`config.mk`:
```
export PLATFORM = sky130hd
export DESIGN_NAME = codec_slave
export DESIGN_NICKNAME = d
export VERILOG_FILES = /design/src/rtl/codec_pkg.sv /design/src/rtl/codec_slave_sync_edge.sv /design/src/rtl/codec_slave.sv
export SDC_FILE = /design/constraint.sdc
export NUM_CORES = 1
export LEC_CHECK = 0
export CORE_MARGIN = 10
export CORE_UTILIZATION = 35
export DETAILED_ROUTE_END_ITERATION = 6
export DONT_BUFFER_PORTS = 1
export GPL_TIMING_DRIVEN = 0
export PLACE_DENSITY = 0.55
export RECOVER_POWER = 100
export SYNTH_ARGS = -nofsm -noshare
export SYNTH_HDL_FRONTEND = slang
export SYNTH_SLANG_ARGS = --single-unit
export TNS_END_PERCENT = 1
```
`constraint.sdc`:
```
create_clock -name clk -period 6.2 [get_ports clk]
set_input_delay 1.24 -clock clk [delete_from_list [all_inputs] [get_ports clk]]
set_output_delay 1.24 -clock clk [all_outputs]
set_load 0.05 [all_outputs]
```
`src/rtl/codec_pkg.sv`:
```
// Shared state encoding and nominal link timing for the codec-side serial audio endpoint.
package codec_pkg;

    localparam int unsigned DW_DEFAULT     = 16;
    localparam int unsigned CLK_PER_SCLK   = 32;
    localparam int unsigned SCLK_PER_LRCLK = 32;

    typedef enum logic [1:0] {
        IDLE,
        WAIT_SYNC,
        LEFT,
        RIGHT
    } state_t;

endpackage

```
`src/rtl/codec_slave_sync_edge.sv`:
```
// Multi-flop level synchronizer with single-cycle rise/fall pulses on the synchronized level.
module sync_edge #(
    parameter int unsigned SYNC_STAGES = 2
) (
    input  logic clk,
    input  logic rst_n,
    input  logic d,
    output logic level,
    output logic rise,
    output logic fall
);

    logic [SYNC_STAGES-1:0] sync_q;
    logic                   level_d;

    always_ff @(posedge clk or negedge rst_n) begin
        if (!rst_n) begin
            sync_q  <= '0;
            level_d <= 1'b0;
        end else begin
            sync_q  <= {sync_q[SYNC_STAGES-2:0], d};
            level_d <= sync_q[SYNC_STAGES-1];
        end
    end

    assign level = sync_q[SYNC_STAGES-1];
    assign rise  = level & ~level_d;
    assign fall  = ~level & level_d;

endmodule

```
`src/rtl/codec_slave.sv`:
```
// Codec-side (slave) end of the left-justified serial audio link: oversamples the master's
// clocks, deserializes SDin into DAC words and serializes ADC words onto SDout.
module codec_slave
    import codec_pkg::*;
#(
    parameter int unsigned DW          = DW_DEFAULT,
    parameter int unsigned SYNC_STAGES = 2
) (
    input  logic          clk,
    input  logic          rst_n,
    input  logic          LRCLK,
    input  logic          SCLK,
    input  logic          RSTn,
    input  logic          SDin,
    input  logic [DW-1:0] adc_lft,
    input  logic [DW-1:0] adc_rht,
    output logic          SDout,
    output logic          adc_req,
    output logic [DW-1:0] dac_lft,
    output logic [DW-1:0] dac_rht,
    output logic          dac_valid,
    output logic          frm_err,
    output logic          in_frame
);

    localparam int unsigned   CW       = $clog2(DW + 2);
    localparam logic [CW-1:0] CNT_FULL = CW'(DW);

    logic lr_lvl, lr_rise, lr_fall;
    logic sc_lvl, sc_rise, sc_fall;
    logic rstn_lvl, rstn_rise, rstn_fall;
    logic sdin_s, sd_rise, sd_fall;
    logic unused_edges;

    sync_edge #(.SYNC_STAGES(SYNC_STAGES)) u_sync_lr (
        .clk(clk), .rst_n(rst_n), .d(LRCLK), .level(lr_lvl), .rise(lr_rise), .fall(lr_fall)
    );
    sync_edge #(.SYNC_STAGES(SYNC_STAGES)) u_sync_sc (
        .clk(clk), .rst_n(rst_n), .d(SCLK), .level(sc_lvl), .rise(sc_rise), .fall(sc_fall)
    );
    sync_edge #(.SYNC_STAGES(SYNC_STAGES)) u_sync_rstn (
        .clk(clk), .rst_n(rst_n), .d(RSTn), .level(rstn_lvl), .rise(rstn_rise), .fall(rstn_fall)
    );
    sync_edge #(.SYNC_STAGES(SYNC_STAGES)) u_sync_sdin (
        .clk(clk), .rst_n(rst_n), .d(SDin), .level(sdin_s), .rise(sd_rise), .fall(sd_fall)
    );

    assign unused_edges = ^{lr_lvl, sc_lvl, rstn_rise, rstn_fall, sd_rise, sd_fall};

    state_t        state;
    logic [DW-1:0] tx_sh;
    logic [DW-1:0] tx_rht;
    logic [DW-1:0] rx_sh;
    logic [CW-1:0] bit_cnt;
    logic          left_ok;

    logic          cnt_ok;
    logic [DW-1:0] tx_next;
    logic [DW-1:0] rx_next;
    logic [CW-1:0] cnt_next;
    logic [DW-1:0] rx_first;
    logic [CW-1:0] cnt_first;

    assign cnt_ok   = (bit_cnt == CNT_FULL);
    assign tx_next  = sc_fall ? {tx_sh[DW-2:0], 1'b0} : tx_sh;
    assign rx_next  = (sc_rise && bit_cnt < CNT_FULL) ? {rx_sh[DW-2:0], sdin_s} : rx_sh;
    assign cnt_next = (sc_rise && bit_cnt <= CNT_FULL) ? bit_cnt + CW'(1) : bit_cnt;

    // An SCLK rise coincident with the LRCLK edge is the first bit of the new half.
    assign rx_first  = {{(DW-1){1'b0}}, sc_rise & sdin_s};
    assign cnt_first = {{(CW-1){1'b0}}, sc_rise};

    assign SDout = tx_sh[DW-1];

    always_ff @(posedge clk or negedge rst_n) begin
        if (!rst_n) begin
            state     <= IDLE;
            tx_sh     <= '0;
            tx_rht    <= '0;
            rx_sh     <= '0;
            bit_cnt   <= '0;
            left_ok   <= 1'b0;
            dac_lft   <= '0;
            dac_rht   <= '0;
            dac_valid <= 1'b0;
            adc_req   <= 1'b0;
            frm_err   <= 1'b0;
            in_frame  <= 1'b0;
        end else begin
            adc_req   <= 1'b0;
            dac_valid <= 1'b0;
            frm_err   <= 1'b0;
            if (!rstn_lvl) begin
                state    <= IDLE;
                tx_sh    <= '0;
                rx_sh    <= '0;
                bit_cnt  <= '0;
                left_ok  <= 1'b0;
                in_frame <= 1'b0;
            end else begin
                unique case (state)
                    IDLE: begin
                        state <= WAIT_SYNC;
                    end
                    WAIT_SYNC: begin
                        if (lr_rise) begin
                            state    <= LEFT;
                            in_frame <= 1'b1;
                            adc_req  <= 1'b1;
                            tx_sh    <= adc_lft;
                            tx_rht   <= adc_rht;
                            rx_sh    <= rx_first;
                            bit_cnt  <= cnt_first;
                        end
                    end
                    LEFT: begin
                        if (lr_fall) begin
                            if (cnt_ok) dac_lft <= rx_sh;
                            else        frm_err <= 1'b1;
                            left_ok <= cnt_ok;
                            state   <= RIGHT;
                            tx_sh   <= tx_rht;
                            rx_sh   <= rx_first;
                            bit_cnt <= cnt_first;
                        end else begin
                            tx_sh   <= tx_next;
                            rx_sh   <= rx_next;
                            bit_cnt <= cnt_next;
                        end
                    end
                    RIGHT: begin
                        if (lr_rise) begin
                            if (cnt_ok) dac_rht <= rx_sh;
                            else        frm_err <= 1'b1;
                            dac_valid <= left_ok & cnt_ok;
                            state     <= LEFT;
                            adc_req   <= 1'b1;
                            tx_sh     <= adc_lft;
                            tx_rht    <= adc_rht;
                            rx_sh     <= rx_first;
                            bit_cnt   <= cnt_first;
                        end else begin
                            tx_sh   <= tx_next;
                            rx_sh   <= rx_next;
                            bit_cnt <= cnt_next;
                        end
                    end
                    default: state <= IDLE;
                endcase
            end
        end
    end

endmodule

```
Word-level counts from Yosys, hierarchy flattened
Cells that the tools add are included.

word-level totals
  flip-flop bits (word level) = 102
  output and inout port bits = 37
  input port bits = 38
  word-level logic and storage cells = 93

cells by class
  bitwise gates (word level) = 10
  reduce and logical (&&, ||, !) cells = 11
  add/sub/neg operators = 1
  $lt $le $gt $ge = 2
  muxes and demuxes = 39
  equal/unequal tests = 12

operators with widths
  operator               number
  $mux W16               10
  $pmux W16 S3           2
  $mux W5                5
  $mux W1                16
  $pmux W5 S3            1
  $ne A3 B3 Y1 const B   3
  $ne A2 B2 Y1 const B   4
  $reduce_and A2 Y1      4
  $reduce_and A4 Y1      2
  $and A1 B1 Y1          6
  $mux W2                3
  $pmux W2 S3            1
  $add A5 B1 Y5 const B  1
  $eq A5 B5 Y1 const B   1
  $le A5 B5 Y1 const B   1
  $lt A5 B5 Y1 const B   1
  $eq A2 B2 Y1 const B   2
  $ne A4 B4 Y1 const B   1
  $not A1 Y1             4
  $reduce_and A3 Y1      1
  $eq A2 B1 Y1 const B   1
  $logic_and A1 B1 Y1    2
  $logic_not A2 Y1       1
  $pmux W1 S2            1
  $reduce_or A2 Y1       1

Longest topological paths before layout
Gate-level depths: netlist (run 1).

  depth in word-level cells = 7
  mapped depth = 7
  depth with buffers taken out = 6

Cells and area by module
A second synthesis (run 1) with hierarchy kept.

unflattened totals
  cell total of the unflattened synthesis = 327
  area, all modules = 4,428.0 um^2

modules (own cells, without submodules)
  module       cells an instance  area an instance (um^2)  instances
  codec_slave  307                4,067.7                  1
  sync_edge    5                  90.1                     4

Least setup slack after synthesis (run 1)
No wires, ideal clock.

  path kind = register -> register
  from = reg bit_cnt[0]
  to = reg dac_rht[0]
  required time = 6.075 ns
  stages on the path, launching flop included = 7
  arrival = 1.859 ns
  library setup time = 0.125 ns
  buffers on the path = 1
  slack = 4.216 ns
  cells stage by stage = dfrtp_1 inv_1 ha_1 or3b_4 nor4_4 buf_8 mux2_4

on the way
  word-level cells in the longest chain between the ends = 2

ends and longest elaborated chain
  element                             line                RTL
  start: declaration                  codec_slave.sv:54   logic [CW-1:0] bit_cnt;
  start signal: assignment            codec_slave.sv:113  bit_cnt <= cnt_first;
  start signal: assignment            codec_slave.sv:124  bit_cnt <= cnt_first;
  start signal: assignment            codec_slave.sv:128  bit_cnt <= cnt_next;
  $eq A5 B5 Y1                        codec_slave.sv:64   assign cnt_ok = (bit_cnt == CNT_FULL);
  $reduce_and A4 Y1 (no source line)  --
  end signal: assignment              codec_slave.sv:133  if (cnt_ok) dac_rht <= rx_sh;
  end: declaration                    codec_slave.sv:20   output logic [DW-1:0] dac_rht,

Every way passes these cells.
A chain may end at the register's enable or synchronous reset.

Final worst setup path (run 1)
  from = reg bit_cnt[0]
  to = reg dac_rht[9]

The elaborated chain is that of the path after synthesis.

==> flow_summary.ini, run 1 <==
[outcome]
status = finished with violations
violations = max-capacitance violations, max-slew violations

[worst_setup_path]
critPathKind = reg2reg
cp.arrival_ps = 3720
path_max_fanout = 10
startpoint_type = register
ff2ff_path_depth = 6
required_ps = 6420
r2r-end = dac_rht[9]
r2r-start = bit_cnt[0]
end_kind = register
r2r_slack_ps = 2700

[detailed_routing]
drt-vias-per-instance = 5.13
wl_met1_um = 4300
vias = 2855
wirelength_um = 9910
first_pass_iters = 4
drtIter0Drc = 206
highest_layer = met4
routedWlPerCell_um = 17.8
drtAntennaViolNets = 0
drc = 0
routed-wl-met2_um = 4370
wl_met3_um = 1120

[clock_network]
clkTransAtPathRegs_ps = 70
cts_buffer_depth = 2
cts_tree = yes
numClockSinks = 102
cts-resized-gates = 0
cts_root_buf = clkbuf_16
hold_buffers = 0
clk_latency_ps = 340
htreeDepth = 3
post_cts_buffers = 0
cts_buffers = 9

[pwr]
power.density_mw_per_mm2 = 286
p_int_mw = 1.07
vdd_drop_max_v = 0.000185
combinationalPowerShare_pct = 6.1
switching_power_mw = 0.317
power.share.clock_pct = 41.4
p_leak_nw = 2.18
p_sw_share_pct = 22.8
design_power_total_mw = 1.39
seqPwrFrac_pct = 52.5

[sta]
final_hold_viol_count = 0
max_freq_mhz = 286
fin_crit_sh_pct = 56.4
finalClockSkew_ps = 4.72
maxSlewViolCount = 9
rsz0062_at_grt = false
fin_ws_ps = 2700
final.setup.tns_ps = 0
final.min_clock_period_ps = 3500
worstMarginPinSlew_ps = 1750
setup_violations = 0
holdWs_ps = 350
relSlewSlack_pct = -17.6

[yosys]
ys.warnings.count = 0
synth_top_family_by_area = multiplexers
async_reset_ff_share_pct = 100
synth.area.top_cells = dfrtp_1 57%, mux2_2 9.4%, nand2_1 4.0%
synth_compound_area_share_pct = 11.2
synth_top_cell_by_area = dfrtp_1
synthAdderAreaFrac_pct = 0.562
synth_enable_flop_cells = 0
ys_ff_latch = 102
yosysSeqAreaShare_pct = 57.3
synth_ff_type = dfrtp_1
synthMuxAreaShare_pct = 15.8
synth_cell_type_count = 52
yosys.area_share.simple_pct = 12.0
postSynthAreaPerCell_um2 = 12.1
syn-cell-area_mm2 = 0.00445
synth_top_area_share_pct = 57.3
synthesis.nets = 409
synthCells = 369
synth-xor-area-share_pct = 0

[worst_hold_path]
worstHoldEndpoint = u_sync_rstn.sync_q[1]
min_from = u_sync_rstn.sync_q[0]
hold_depth = 0
hp-class = reg2reg

[cells_and_area]
nets = 420
final_core_util_pct = 38.8
seq_area_mm2 = 0.00255
multi_input_area_mm2 = 0.00167
layout_common_cells = 102 x dfrtp_1, 49 x nand2_1, 36 x mux2_2, 19 x nand3_1, 19 x a22o_1
drive_above_1_share_pct = 15.8
layout_commonest_cell = dfrtp_1
stdcell_count = 557
syn2layout_area_growth_pct = 9.11
antenna_cells = 0
fillCellCount = 1309
design_area_mm2 = 0.00486

[place]
io_buffer_count = 0
dpl_cell_area_mm2 = 0.00467
dp.cells = 541
dpl_worst_slack_ps = 3910
dpl.hpwl_um = 7020
gp_congestion = 0.800

[die]
fp.dieW_um = 133
start_util_pct = 35.6
dieArea_mm2 = 0.0176
num_rows = 41
dieHeight_um = 133
io_pins = 75
core_area_mm2 = 0.0125

[global_route]
grt_max_degree = 103
overflow = 0
grt_use_total_pct = 11.7
antenna_found_initial = 0
grt_pass1_wl_um = 16800
grt_pass1_vias = 3082

[job]
max_cap_viol_count = 1
[how the worst max path moves through the flow]
stage / from / end / slack, ps
after floorplan: bit_cnt[0] / dac_rht[0] / 4220
after global placement: bit_cnt[0] / dac_rht[12] / 3910
after detailed placement: bit_cnt[0] / dac_rht[14] / 3910
after CTS: bit_cnt[0] / dac_rht[14] / 3900
after global routing: bit_cnt[0] / dac_rht[14] / 2490
final: bit_cnt[0] / dac_rht[9] / 2700
[flip-flops by register name, summed over array words and instances, names as in the netlist, 2 cells and up]
signal	flops
bit_cnt	5
dac_lft	16
dac_rht	16
rx_sh	16
state	2
tx_rht	16
tx_sh	16
u_sync_lr.sync_q	2
u_sync_rstn.sync_q	2
u_sync_sc.sync_q	2
u_sync_sdin.sync_q	2
[power by group through the flow]
stage / Combinational [mW] / Sequential, mW / Clock, mW
after floorplan: 0.0722 / 0.735 / 0
after global placement: 0.0855 / 0.741 / 0
after detailed placement: 0.0879 / 0.742 / 0
after CTS: 0.0885 / 0.729 / 0.594
after global routing: 0.0962 / 0.735 / 0.626
final: 0.0848 / 0.729 / 0.575
[per-layer routing]
layer	vias to the layer above	track usage, %
li1	1343	-
met1	1414	14.1
met2	89	17.4
met3	9	6.74
met4	0	2.87
met5	-	0
[cell type report]
class | instances | share of cell area [%]
Inverter | 7 | 0.541
Tap cell | 172 | 4.43
Buffer | 21 | 1.75
Multi-Input combinational cell | 239 | 34.4
Clock buffer | 10 | 4.92
Clock inverter | 6 | 1.42
Sequential cell | 102 | 52.6
[Yosys cell counts (3+ instances only)]
master and number:
dfrtp_1 102, nor2_1 17, nand3_1 18, o21ai_0 16
buf_2 7, a31oi_1 4, a22o_1 19, mux2_2 37
a21oi_1 16, mux2_4 11, clkbuf_1 9, nand2_1 48
inv_1 6, mux2i_1 12, a211oi_1 3
[worst max-delay path, stage by stage (launching register included)]
cell	delay [ps]
dfrtp_1	410
inv_1	90
ha_1	150
or3b_1	400
nor4_1	1330
clkbuf_1	610
mux2_1	390
[logic make-up (layout without fill, tap and decap cells)]
kind of cell | after synthesis | after routing
flops | 102 | 102
simple gates | 104 | 104
compound gates | 73 | 73
buf+inv | 28 | 44
fa+ha+maj | 2 | 2
mux | 60 | 60
No activity file was read; power rests on OpenSTA's default activity.
==> run 2: changes to the inputs <==
==> constraint.sdc (replaced) <==
create_clock -name clk -period 3.4 [get_ports clk]
set_input_delay 0.68 -clock clk [delete_from_list [all_inputs] [get_ports clk]]
set_output_delay 0.68 -clock clk [all_outputs]
set_load 0.05 [all_outputs]
==> run 2 against run 1 <==
  * The run now ends clean
  * Sequential cell count is the same
  * Utilization grew 0.14 points
  * Clock-buffer cell count is the same
  * Register-to-register slack lost 2000 ps
  * Global-route usage is the same
  * Via count grew 0.14%
  * Die area is the same
  * Fmax grew 32%
  * Clock power grew 83%
  * Critical path type unchanged
  * Largest cell class unchanged
==> flow_summary.ini, run 2 (synthesis gave the netlist of run 1 again) <==
[pwr]
vdd_drop_max_v = 0.000337
power.density_mw_per_mm2 = 520
design_power_total_mw = 2.54
p_leak_nw = 2.18

[detailed_routing]
drt-vias-per-instance = 5.13
vias = 2859
wirelength_um = 9920
drtAntennaViolNets = 0
routedWlPerCell_um = 17.8
drtIter0Drc = 216
first_pass_iters = 4
drc = 0

[clock_network]
cts_buffer_depth = 2
numClockSinks = 102
cts_buffers = 9
cts_tree = yes
clkTransAtPathRegs_ps = 70
hold_buffers = 0
cts-resized-gates = 0
htreeDepth = 3
post_cts_buffers = 0
cts_root_buf = clkbuf_16
clk_latency_ps = 340

[global_route]
grt_use_total_pct = 11.7
overflow = 0
grt_pass1_vias = 3082
grt_max_degree = 103
grt_pass1_wl_um = 16800
antenna_found_initial = 0

[worst_setup_path]
critPathLaunch = u_sync_lr.sync_q[1]
cp_common_cell = clkbuf_1
cp.arrival_ps = 2890
end_kind = register
required_ps = 3630
critPathKind = reg2reg
critPathSlowestCell = nor3_1
path_max_fanout = 10
worstPathCellList = and3b_1 -> clkbuf_1 -> nor3_1 -> clkbuf_1 -> nand3_1 -> a22o_1
r2r-start = u_sync_lr.sync_q[1]
startpoint_type = register
critPathMaxStageDelay_ps = 960

[cells_and_area]
nets = 420
drive_above_1_share_pct = 16.6
fillCellCount = 1306
seq_area_mm2 = 0.00255
layout_commonest_cell = dfrtp_1
multi_input_area_mm2 = 0.00168
syn2layout_area_growth_pct = 9.50
antenna_cells = 0
layout_common_cells = 102 x dfrtp_1, 49 x nand2_1, 37 x mux2_2, 19 x nand3_1, 19 x a22o_1

[sta]
setup_violations = 0
final.min_clock_period_ps = 2660
relSlewSlack_pct = 19.9
maxSlewViolCount = 0
rsz0062_at_grt = false
final.setup.tns_ps = 0
max_freq_mhz = 376
finalClockSkew_ps = 6.47
holdWs_ps = 25.1
fin_ws_ps = 743
final_hold_viol_count = 0
worstMarginPinSlew_ps = 1190
fin_crit_sh_pct = 78.2

[die]
io_pins = 75
core_area_mm2 = 0.0125
dieHeight_um = 133
start_util_pct = 35.6
dieArea_mm2 = 0.0176
fp.dieW_um = 133
num_rows = 41

[worst_hold_path]
hp-class = in2async

[place]
gp_congestion = 0.800
io_buffer_count = 0
dpl_worst_slack_ps = 1110
dpl.hpwl_um = 7020

[job]
max_cap_viol_count = 0

[outcome]
status = finished clean
==> run 2: cell count changes in the layout (fill, tap and decap cells not counted) <==
cell,before,now
buf_8,0,1
clkbuf_1,17,16
mux2_1,11,10
mux2_2,36,37
nor4_1,2,1
nor4_2,0,1
==> run 2: critical path: cells and delay by family, from the launching register on <==
family | cells | cell delay [ps]
AND/OR/NAND/NOR | 3 | 1300
buffers and inverters | 2 | 580
flip-flops | 1 | 460
AO/OA/AOI/OAI | 1 | 220
==> run 2: per-layer routing <==
metal	GRT usage [%]	share of wire, %
met1	14.1	43
met5	0	0
met4	2.87	1.2
met2	17.4	44
met3	6.74	12
==> run 2: stage by stage <==
stage | area, um2 | utilization [%] | std cells
2_1_floorplan | 4450 | - | 369
3_3_place_gp | 4670 | 37.3 | 541
3_5_place_dp | 4670 | 37.3 | 541
4_1_cts | 4970 | 39.7 | 557
5_1_grt | 4870 | 38.9 | 557
6_report | 4870 | 38.9 | 557
==> run 2: cell type report <==
type	count	area share (%)
clock buffer	10	4.90
inverter	7	0.539
tap	172	4.41
multi-input combinational	239	34.4
buffer	21	1.98
clock inverter	6	1.41
sequential	102	52.4
==> run 2: power breakdown <==
part / total, mW / switching [mW] / internal (mW)
logic: 0.155 / 0.0806 / 0.0747
registers: 1.33 / 0.0457 / 1.28
clock network: 1.05 / 0.457 / 0.596
==> run 2: final timing paths <==
check                                              to  slack, ps  cells past startpoint
worst max-delay path                        tx_sh[11]        740                      6
worst min-delay path                      dac_rht[14]         30                      0
worst max register to register              tx_sh[11]        740                      6
worst min register to register  u_sync_rstn.sync_q[1]        350                      0
max in group asynchronous                   tx_sh[15]       3230                      0
min in group clk                u_sync_rstn.sync_q[1]        350                      0
